==> src/rtl/prng_disp_pkg.sv <==
// prng_disp_pkg
// Shared constants for the PRNG seven-segment display slice.
//   SEG_BLANK   : all segments off (active-low).
//   SEG_A..G    : bit positions of each segment within the 7-bit bus {g,f,e,d,c,b,a}.
//   SEG_TABLE   : 16 packed 7-bit entries, entry k at bits [7k+6:7k], active-low.
//   seg_lookup  : nibble -> active-low segment pattern.
package prng_disp_pkg;

  localparam logic [6:0] SEG_BLANK = 7'h7F;

  localparam int SEG_A = 0;
  localparam int SEG_B = 1;
  localparam int SEG_C = 2;
  localparam int SEG_D = 3;
  localparam int SEG_E = 4;
  localparam int SEG_F = 5;
  localparam int SEG_G = 6;

  // Entry 0 sits in the least significant 7 bits.
  localparam logic [16*7-1:0] SEG_TABLE = {
    7'b0001110,  // F
    7'b0000110,  // E
    7'b0100001,  // d
    7'b1000110,  // C
    7'b0000011,  // b
    7'b0001000,  // A
    7'b0010000,  // 9
    7'b0000000,  // 8
    7'b1111000,  // 7
    7'b0000010,  // 6
    7'b0010010,  // 5
    7'b0011001,  // 4
    7'b0110000,  // 3
    7'b0100100,  // 2
    7'b1111001,  // 1
    7'b1000000   // 0
  };

  function automatic logic [6:0] seg_lookup(input logic [3:0] nib);
    return SEG_TABLE[{3'b000, nib} * 7 +: 7];
  endfunction

endpackage

==> src/rtl/hex_to_7seg.sv <==
// hex_to_7seg
// Purely combinational hex digit decoder.
//   i_nibble : 4-bit value to display.
//   o_seg    : segments {g,f,e,d,c,b,a}, active-low.
module hex_to_7seg
  import prng_disp_pkg::*;
(
  input  logic [3:0] i_nibble,
  output logic [6:0] o_seg
);

  assign o_seg = seg_lookup(i_nibble);

endmodule

==> src/rtl/prng_seg_display.sv <==
// prng_seg_display
// Shows the current PRNG value as hex on a multiplexed common-anode
// seven-segment display, lighting the decimal point for a fixed window
// after every value change.
//   clk     : system clock (same domain as the PRNG output register).
//   rst     : synchronous, active-high reset.
//   data_in : N-bit PRNG value.
//   an      : DIGITS digit enables, active-low, bit 0 = least significant nibble.
//   seg     : segments {g,f,e,d,c,b,a}, active-low.
//   dp      : decimal point, active-low.
// Optional build macro: LEADING_ZERO_BLANK_EN blanks leading-zero digits
// above digit 0. Scan timing does not change with the macro.
module prng_seg_display
  import prng_disp_pkg::*;
#(
  parameter int N            = 8,
  parameter int REFRESH_DIV  = 100000,
  parameter int FLASH_CYCLES = 25000000
) (
  input  logic             clk,
  input  logic             rst,
  input  logic [N-1:0]     data_in,
  output logic [N/4-1:0]   an,
  output logic [6:0]       seg,
  output logic             dp
);

  localparam int DIGITS = N / 4;
  localparam int IW     = (DIGITS > 1) ? $clog2(DIGITS) : 1;
  localparam int SW     = (REFRESH_DIV > 1) ? $clog2(REFRESH_DIV) : 1;
  localparam int TW     = (FLASH_CYCLES > 0) ? $clog2(FLASH_CYCLES + 1) : 1;

  localparam logic [SW-1:0] SCAN_LAST  = SW'(REFRESH_DIV - 1);
  localparam logic [IW-1:0] IDX_LAST   = IW'(DIGITS - 1);
  localparam logic [TW-1:0] TIMER_LOAD = TW'(FLASH_CYCLES);

  logic [N-1:0]      r_shown;
  logic [TW-1:0]     r_timer;
  logic [SW-1:0]     r_scan;
  logic [IW-1:0]     r_idx;

  logic [N-1:0]      w_hi;
  logic [3:0]        w_nibble;
  logic [6:0]        w_seg_dec;
  logic [DIGITS-1:0] w_an_sel;
  logic              w_blank;

  // Shifting the active nibble down to bit 0 also leaves every higher
  // nibble above it, which is what the leading-zero test needs.
  assign w_hi     = r_shown >> {r_idx, 2'b00};
  assign w_nibble = w_hi[3:0];

  hex_to_7seg u_dec (
    .i_nibble (w_nibble),
    .o_seg    (w_seg_dec)
  );

  always_comb begin
    w_an_sel        = '1;
    w_an_sel[r_idx] = 1'b0;
  end

`ifdef LEADING_ZERO_BLANK_EN
  assign w_blank = (r_idx != '0) && (w_hi == '0);
`else
  assign w_blank = 1'b0;
`endif

  // Capture and flash timer. A change always reloads the full window.
  always_ff @(posedge clk) begin
    if (rst) begin
      r_shown <= '0;
      r_timer <= '0;
    end else if (data_in != r_shown) begin
      r_shown <= data_in;
      r_timer <= TIMER_LOAD;
    end else if (r_timer != '0) begin
      r_timer <= r_timer - 1'b1;
    end
  end

  // Digit scan: each index holds for REFRESH_DIV cycles.
  always_ff @(posedge clk) begin
    if (rst) begin
      r_scan <= '0;
      r_idx  <= '0;
    end else if (r_scan == SCAN_LAST) begin
      r_scan <= '0;
      r_idx  <= (r_idx == IDX_LAST) ? '0 : r_idx + 1'b1;
    end else begin
      r_scan <= r_scan + 1'b1;
    end
  end

  // Registered outputs: one cycle behind index, shown value and timer.
  always_ff @(posedge clk) begin
    if (rst) begin
      an  <= '1;
      seg <= SEG_BLANK;
      dp  <= 1'b1;
    end else begin
      an  <= w_blank ? '1 : w_an_sel;
      seg <= w_blank ? SEG_BLANK : w_seg_dec;
      dp  <= !((r_idx == '0) && (r_timer != '0));
    end
  end

endmodule

==> config.mk <==
export PLATFORM = sky130hd
export DESIGN_NAME = prng_seg_display
export DESIGN_NICKNAME = d
export VERILOG_FILES = /design/src/rtl/prng_disp_pkg.sv /design/src/rtl/hex_to_7seg.sv /design/src/rtl/prng_seg_display.sv
export SDC_FILE = /design/constraint.sdc
export NUM_CORES = 1
export LEC_CHECK = 0
export ABC_AREA = 1
export CORE_ASPECT_RATIO = 0.6
export CORE_MARGIN = 3
export CORE_UTILIZATION = 45
export CTS_BUF_LIST = sky130_fd_sc_hd__clkbuf_16
export DETAILED_ROUTE_END_ITERATION = 10
export PLACE_DENSITY_LB_ADDON = 0.12
export SETUP_SLACK_MARGIN = 0.15
export SLEW_MARGIN = 20
export SYNTH_ARGS = -nofsm -noshare
export SYNTH_HDL_FRONTEND = slang
export SYNTH_HIERARCHICAL = 1
export SYNTH_SLANG_ARGS = --single-unit
==> constraint.sdc <==
create_clock -name clk -period 1.9 [get_ports clk]
set_input_delay 0.38 -clock clk [delete_from_list [all_inputs] [get_ports clk]]
set_output_delay 0.38 -clock clk [all_outputs]
set_load 0.005 [all_outputs]
### Word-level counts from Yosys, hierarchy flattened

Index checks and enable logic that the tools add are counted.

* shift-type cells: 2
* muxes and demuxes: 5
* add/sub/neg operators: 3
* eq/ne operators: 2
* bitwise operators: 2
* multipliers: 1
* reductions and logical operators: 7
* order comparisons: 2

Operators by type and width (number)
* indexed part select 112 x 8 -> 7 bit (first input constant): 1
* two-way mux 25 bit: 2
* nonzero test 25 bit: 1
* subtractor 25 x 1 -> 25 bit (second input constant): 1
* adder 17 x 1 -> 17 bit (second input constant): 1
* == test 17 bit (second input constant): 1
* inequality test 8 bit: 1
* >> shifter 8 x 3 -> 4 bit: 1
* multiplier 4 x 3 -> 7 bit (second input constant): 1
* OR reduction 2 bit: 2
* logical AND 1 bit: 2
* < comparator 1 x 2 -> 1 bit (second input constant): 1
* two-way mux 1 bit: 2
* NOT 2 bit: 1
* nonzero test 2 bit: 1
* adder 1 bit (second input constant): 1
* demux 1 bit (select 1 bit): 1
* greater-or-equal comparator 1 bit (second input constant): 1
* zero test 1 bit: 1
* NOT 1 bit: 1

* input bits: 10
* word-level logic and storage cells: 32
* output and inout port bits: 10
* register bits: 61

### Longest topological paths before layout

* depth after elaboration: 5
* mapped depth: 12
* gate-level depth less buffers: 12

### Modules after synthesis

The synthesis kept the hierarchy.

Modules (own cells, without submodules)
* prng_seg_display: times used 1, area each 2987.9 um^2, sequential area each 1221.2 um^2, cells each 424
* hex_to_7seg: times used 1, area each 280.3 um^2, sequential area each 0.0 um^2, cells each 52

### Least setup slack after synthesis

No wires, ideal clock.

* kind: reg-to-reg
* from: register r_idx
* to: register seg[3]
* stages on the path, launching flop included: 10
* arrival: 1.475 ns
* period minus slack after synthesis: 1.598 ns
* path slack: 0.302 ns
* library setup time: 0.123 ns
* required time: 1.777 ns
* path buffers: 0
* cells stage by stage: dfxtp_1 inv_1 nand2_1 nand2_1 inv_1 ha_1 nand2_1 nand3_1 nand2_1 or2_2

* cells in the longest elaborated chain, start to end: 3

RTL lines
* start: declaration: RTL line prng_seg_display.sv:40 `logic [IW-1:0] r_idx;`
* start signal: assignment: RTL line prng_seg_display.sv:89 `r_idx <= (r_idx == IDX_LAST) ? '0 : r_idx + 1'b1;`
* >> shifter 8 x 3 -> 4 bit: RTL line prng_seg_display.sv:50 `assign w_hi = r_shown >> {r_idx, 2'b00};`
* net w_hi[0]: RTL line prng_seg_display.sv:42 `logic [N-1:0] w_hi;`
* multiplier 4 x 3 -> 7 bit: RTL line prng_disp_pkg.sv:40 `return SEG_TABLE[{3'b000, nib} * 7 +: 7];`
* indexed part select 112 x 8 -> 7 bit: RTL line prng_disp_pkg.sv:40
* net w_seg_dec[3]: RTL line prng_seg_display.sv:44 `logic [6:0] w_seg_dec;`
* end signal: assignment: RTL line prng_seg_display.sv:103 `seg <= w_blank ? SEG_BLANK : w_seg_dec;`
* end: declaration: RTL line prng_seg_display.sv:24 `output logic [6:0] seg,`

The timed path passes the listed nets, and every way through them passes these cells.
A chain may end at the register's enable or synchronous reset.

### Final worst setup path

* from: register r_timer[11]
* to: register r_timer[0]

* cells in the longest elaborated chain, start to end: 1

RTL lines
* start: declaration: RTL line prng_seg_display.sv:38 `logic [TW-1:0] r_timer;`
* start signal: assignment: RTL line prng_seg_display.sv:78 `r_timer <= r_timer - 1'b1;`
* nonzero test 25 bit: RTL line prng_seg_display.sv:77 `end else if (r_timer != '0) begin`

Every way passes these cells.

==> results by group <==
Worst setup path
  • Crit path DAT: 1.96 ns
  • Worst-case reg-to-reg path depth: 8
  • Critical Path RT: 2.16 ns
  • Crit end category: flop
  • Max FO, Critical Path: 8
  • CP Launch Type: flop
  • Critical path class: flop to flop

Logic synthesis
  • FFs w/ async S/R, synth: 0%
  • Syn Area/Cell: 6.866 um2
  • Ys Warns: 6
  • Seq/Total Area, Yosys: 37.37%
  • Synth cell types: 33
  • Synth top area cells: dfxtp_1 (37%), nand2_1 (13%), nor2_1 (8.5%), inv_1 (6.9%), nand3_1 (6.4%)
  • Ys flop type: dfxtp_1
  • Mapped cell area: 3268 um2
  • Most frequent cell after synthesis: nand2_1
  • #FFs+latches synth: 61
  • EDFF count, synth: 0
  • Top cells by count, synth: nand2_1 (111), nor2_1 (74), dfxtp_1 (61)
  • Cells after Synth: 476
  • Synth top area share: 37.37%
  • Syn_nets: 496
  • Biggest area consumer among synthesized cells: dfxtp_1

Die
  • Row cnt: 23
  • Core Footprint: 6849 um2
  • # IOs: 20
  • Die X-Extent: 116.0 um
  • Die area: 8355 um2
  • Effective utilization at floorplan: 47.72%
  • Die height: 72.01 um

Timing
  • Clock Skews: 0.006909 ns
  • Rel. slew slack: 74.92%
  • Final hold vios: 0
  • Pins over their slew limit: 0
  • Post-route setup slack: 0.2037 ns
  • Setup_tns: 0 ns
  • Final setup fails: 0
  • Tmin final: 1.696 ns
  • Hold Worst Slack: 0.4493 ns
  • Worst Tran Pin Value: 0.3723 ns
  • Max Clock Freq: 589.5 MHz
  • Part of the cycle the worst path needs: 89.28%
  • RSZ-0062 raised after global routing: true

Power and ir drop
  • Logic pwr share: 8.8%
  • Switch share: 24.62%
  • Clock power frac: 49.9%
  • Leak pwr: 1.879 nW
  • Internal Power: 2.476 mW
  • VDD IR max: 0.6435 mV
  • P_sw: 0.8089 mW
  • Seq pwr share: 41.2%
  • Power per cell area: 810.6 nW/um2

Layout
  • Reg area: 1222 um2
  • Synth-to-layout area growth: 24.00%
  • Final #Nets: 542
  • Share of layout cells above drive strength 1: 14.99%
  • Ant diodes: 0
  • Multi-input gate area: 1807 um2
  • # fillers: 641

Detailed routing
  • Vias after detailed routing: 2984
  • Residual DRC count: 0
  • Final wirelength: 7649 um
  • First-pass iteration count of the detailed router: 5
  • Initial DRC count: 257
  • Vias per cell: 4.860
  • ANT nets after route: 0
  • Detailed-route wire length per cell: 12.46 um

Min path
  • Hold Path Class: flop to flop
  • Hold Path Depth: 1

Flow run
  • Maxcap violations: 0

Placement
  • Pre-CTS WS: 0.03453 ns
  • Port bufs: 19
  • HPWL after detailed placement: 5480 um
  • GPL Wtd Cong: 0.9307

CTS
  • Worst-Skew Late Latency: 0.33 ns
  • Root buffer cell: clkbuf_16
  • Clock Sinks: 61
  • Reg clk slew, reported paths: 0.06 ns
  • CTS tree: done
  • Num CTS Buffers: 9
  • Max clock buf depth: 2
  • H-tree lvl count: 3
  • Cts hold-fix bufs: 0

Global route
  • Total gr overflow: 0
  • Vias in the first global route: 2644
  • Gr usage total: 19.54%
  • First-pass GRT wire length: 12720 um
  • Antenna violations before repair: 0
  • Largest net degree at the start of global routing: 25

Run status
  • Status: finished, final reports clean
[layer usage]
layer	global-route usage, %	wire [um]	part of all wire [%]	vias up
met4	6.435	94	1.2	0
met1	30.57	4209	55	1312
met2	24.73	2806	37	72
li1	-	-	-	1593
met5	0	0	0	-
met3	6.000	538	7.0	7
[per-stage QoR]
stage | cell area [um2] | power [mW] | utilization, % | instances
floorplan | 3268 | 1.553 | - | 476
global placement | 3652 | 1.659 | 53.32 | 590
detailed placement | 3652 | 1.659 | 53.32 | 590
CTS | 3951 | 3.310 | 57.69 | 606
global route | 4053 | 3.433 | 59.17 | 614
finish | 4053 | 3.285 | 59.17 | 614
[worst max-delay path, cell delays in order, from the launching register on]
cell	delay, ns
dfxtp_1	0.33
nor2_1	0.19
nand2_1	0.17
nor2_4	0.30
nand4_1	0.19
buf_4	0.20
clkinv_1	0.09
nand2_1	0.05
a21oi_1	0.11
[power by group through the flow]
| stage | combinational (mW) | clock (mW) | sequential (mW) |
|---|---|---|---|
| floorplan | 0.176 | 0 | 1.38 |
| global placement | 0.278 | 0 | 1.38 |
| detailed placement | 0.278 | 0 | 1.38 |
| CTS | 0.282 | 1.67 | 1.35 |
| global route | 0.331 | 1.74 | 1.36 |
| finish | 0.290 | 1.64 | 1.35 |
[state kept, by name, indices dropped and copies added (netlist names)]
register  flops
seg           7
dp            1
an            2
r_shown       8
r_idx         1
r_timer      25
r_scan       17
[area by class of cell]
cell class	count	area share (%)
Sequential cell	61	30.16
Timing Repair Buffer	42	9.262
Tap cell	87	2.686
Multi-Input combinational cell	344	44.58
Inverter	64	5.928
Clock buffer	9	5.557
Clock inverter	7	1.822
[what timing repair did]
action                     CTS  global route
setup endpoints to repair    2            22
pin swaps                    0             1
cloned                       0             2
buffers inserted             0             6
gates resized for setup      1            11
[layout by cell type, fill, tap and decap left out, types with 3 or more instances in the layout]
cell type        instances
ha_1                     9
nor3_1                   4
a21oi_1                 21
inv_1                   56
nand4_1                 12
nor2_2                   6
clkdlybuf4s50_1         19
xnor2_1                  7
dfxtp_1                 60
nor2_4                   8
xor2_1                  12
a21o_1                   3
o21ai_1                  4
or2_2                    8
buf_4                   22
nor2_1                  74
nand2_1                111
nand3_2                  3
inv_2                    6
o21ai_0                  6
nand3_1                 41
clkbuf_16                9
[kinds of logic (layout without fill, tap and decap cells)]
group / after synthesis / count (layout) / share of synthesized area, %
fa+ha+maj: 10 / 10 / 3.828
xor+xnor: 19 / 19 / 5.092
simple gates: 277 / 279 / 38.78
flops: 61 / 61 / 37.37
compound gates: 36 / 36 / 5.896
buf+inv: 73 / 122 / 9.035
[final timing paths]
check | startpoint | to | slack (ns)
hold / removal | r_idx | an[1] | 0.45
hold reg to reg | r_idx | an[1] | 0.45
setup reg to reg | r_timer[11] | r_timer[0] | 0.20
setup / recovery | r_timer[11] | r_timer[0] | 0.20
No activity file was read; power rests on OpenSTA's default activity.
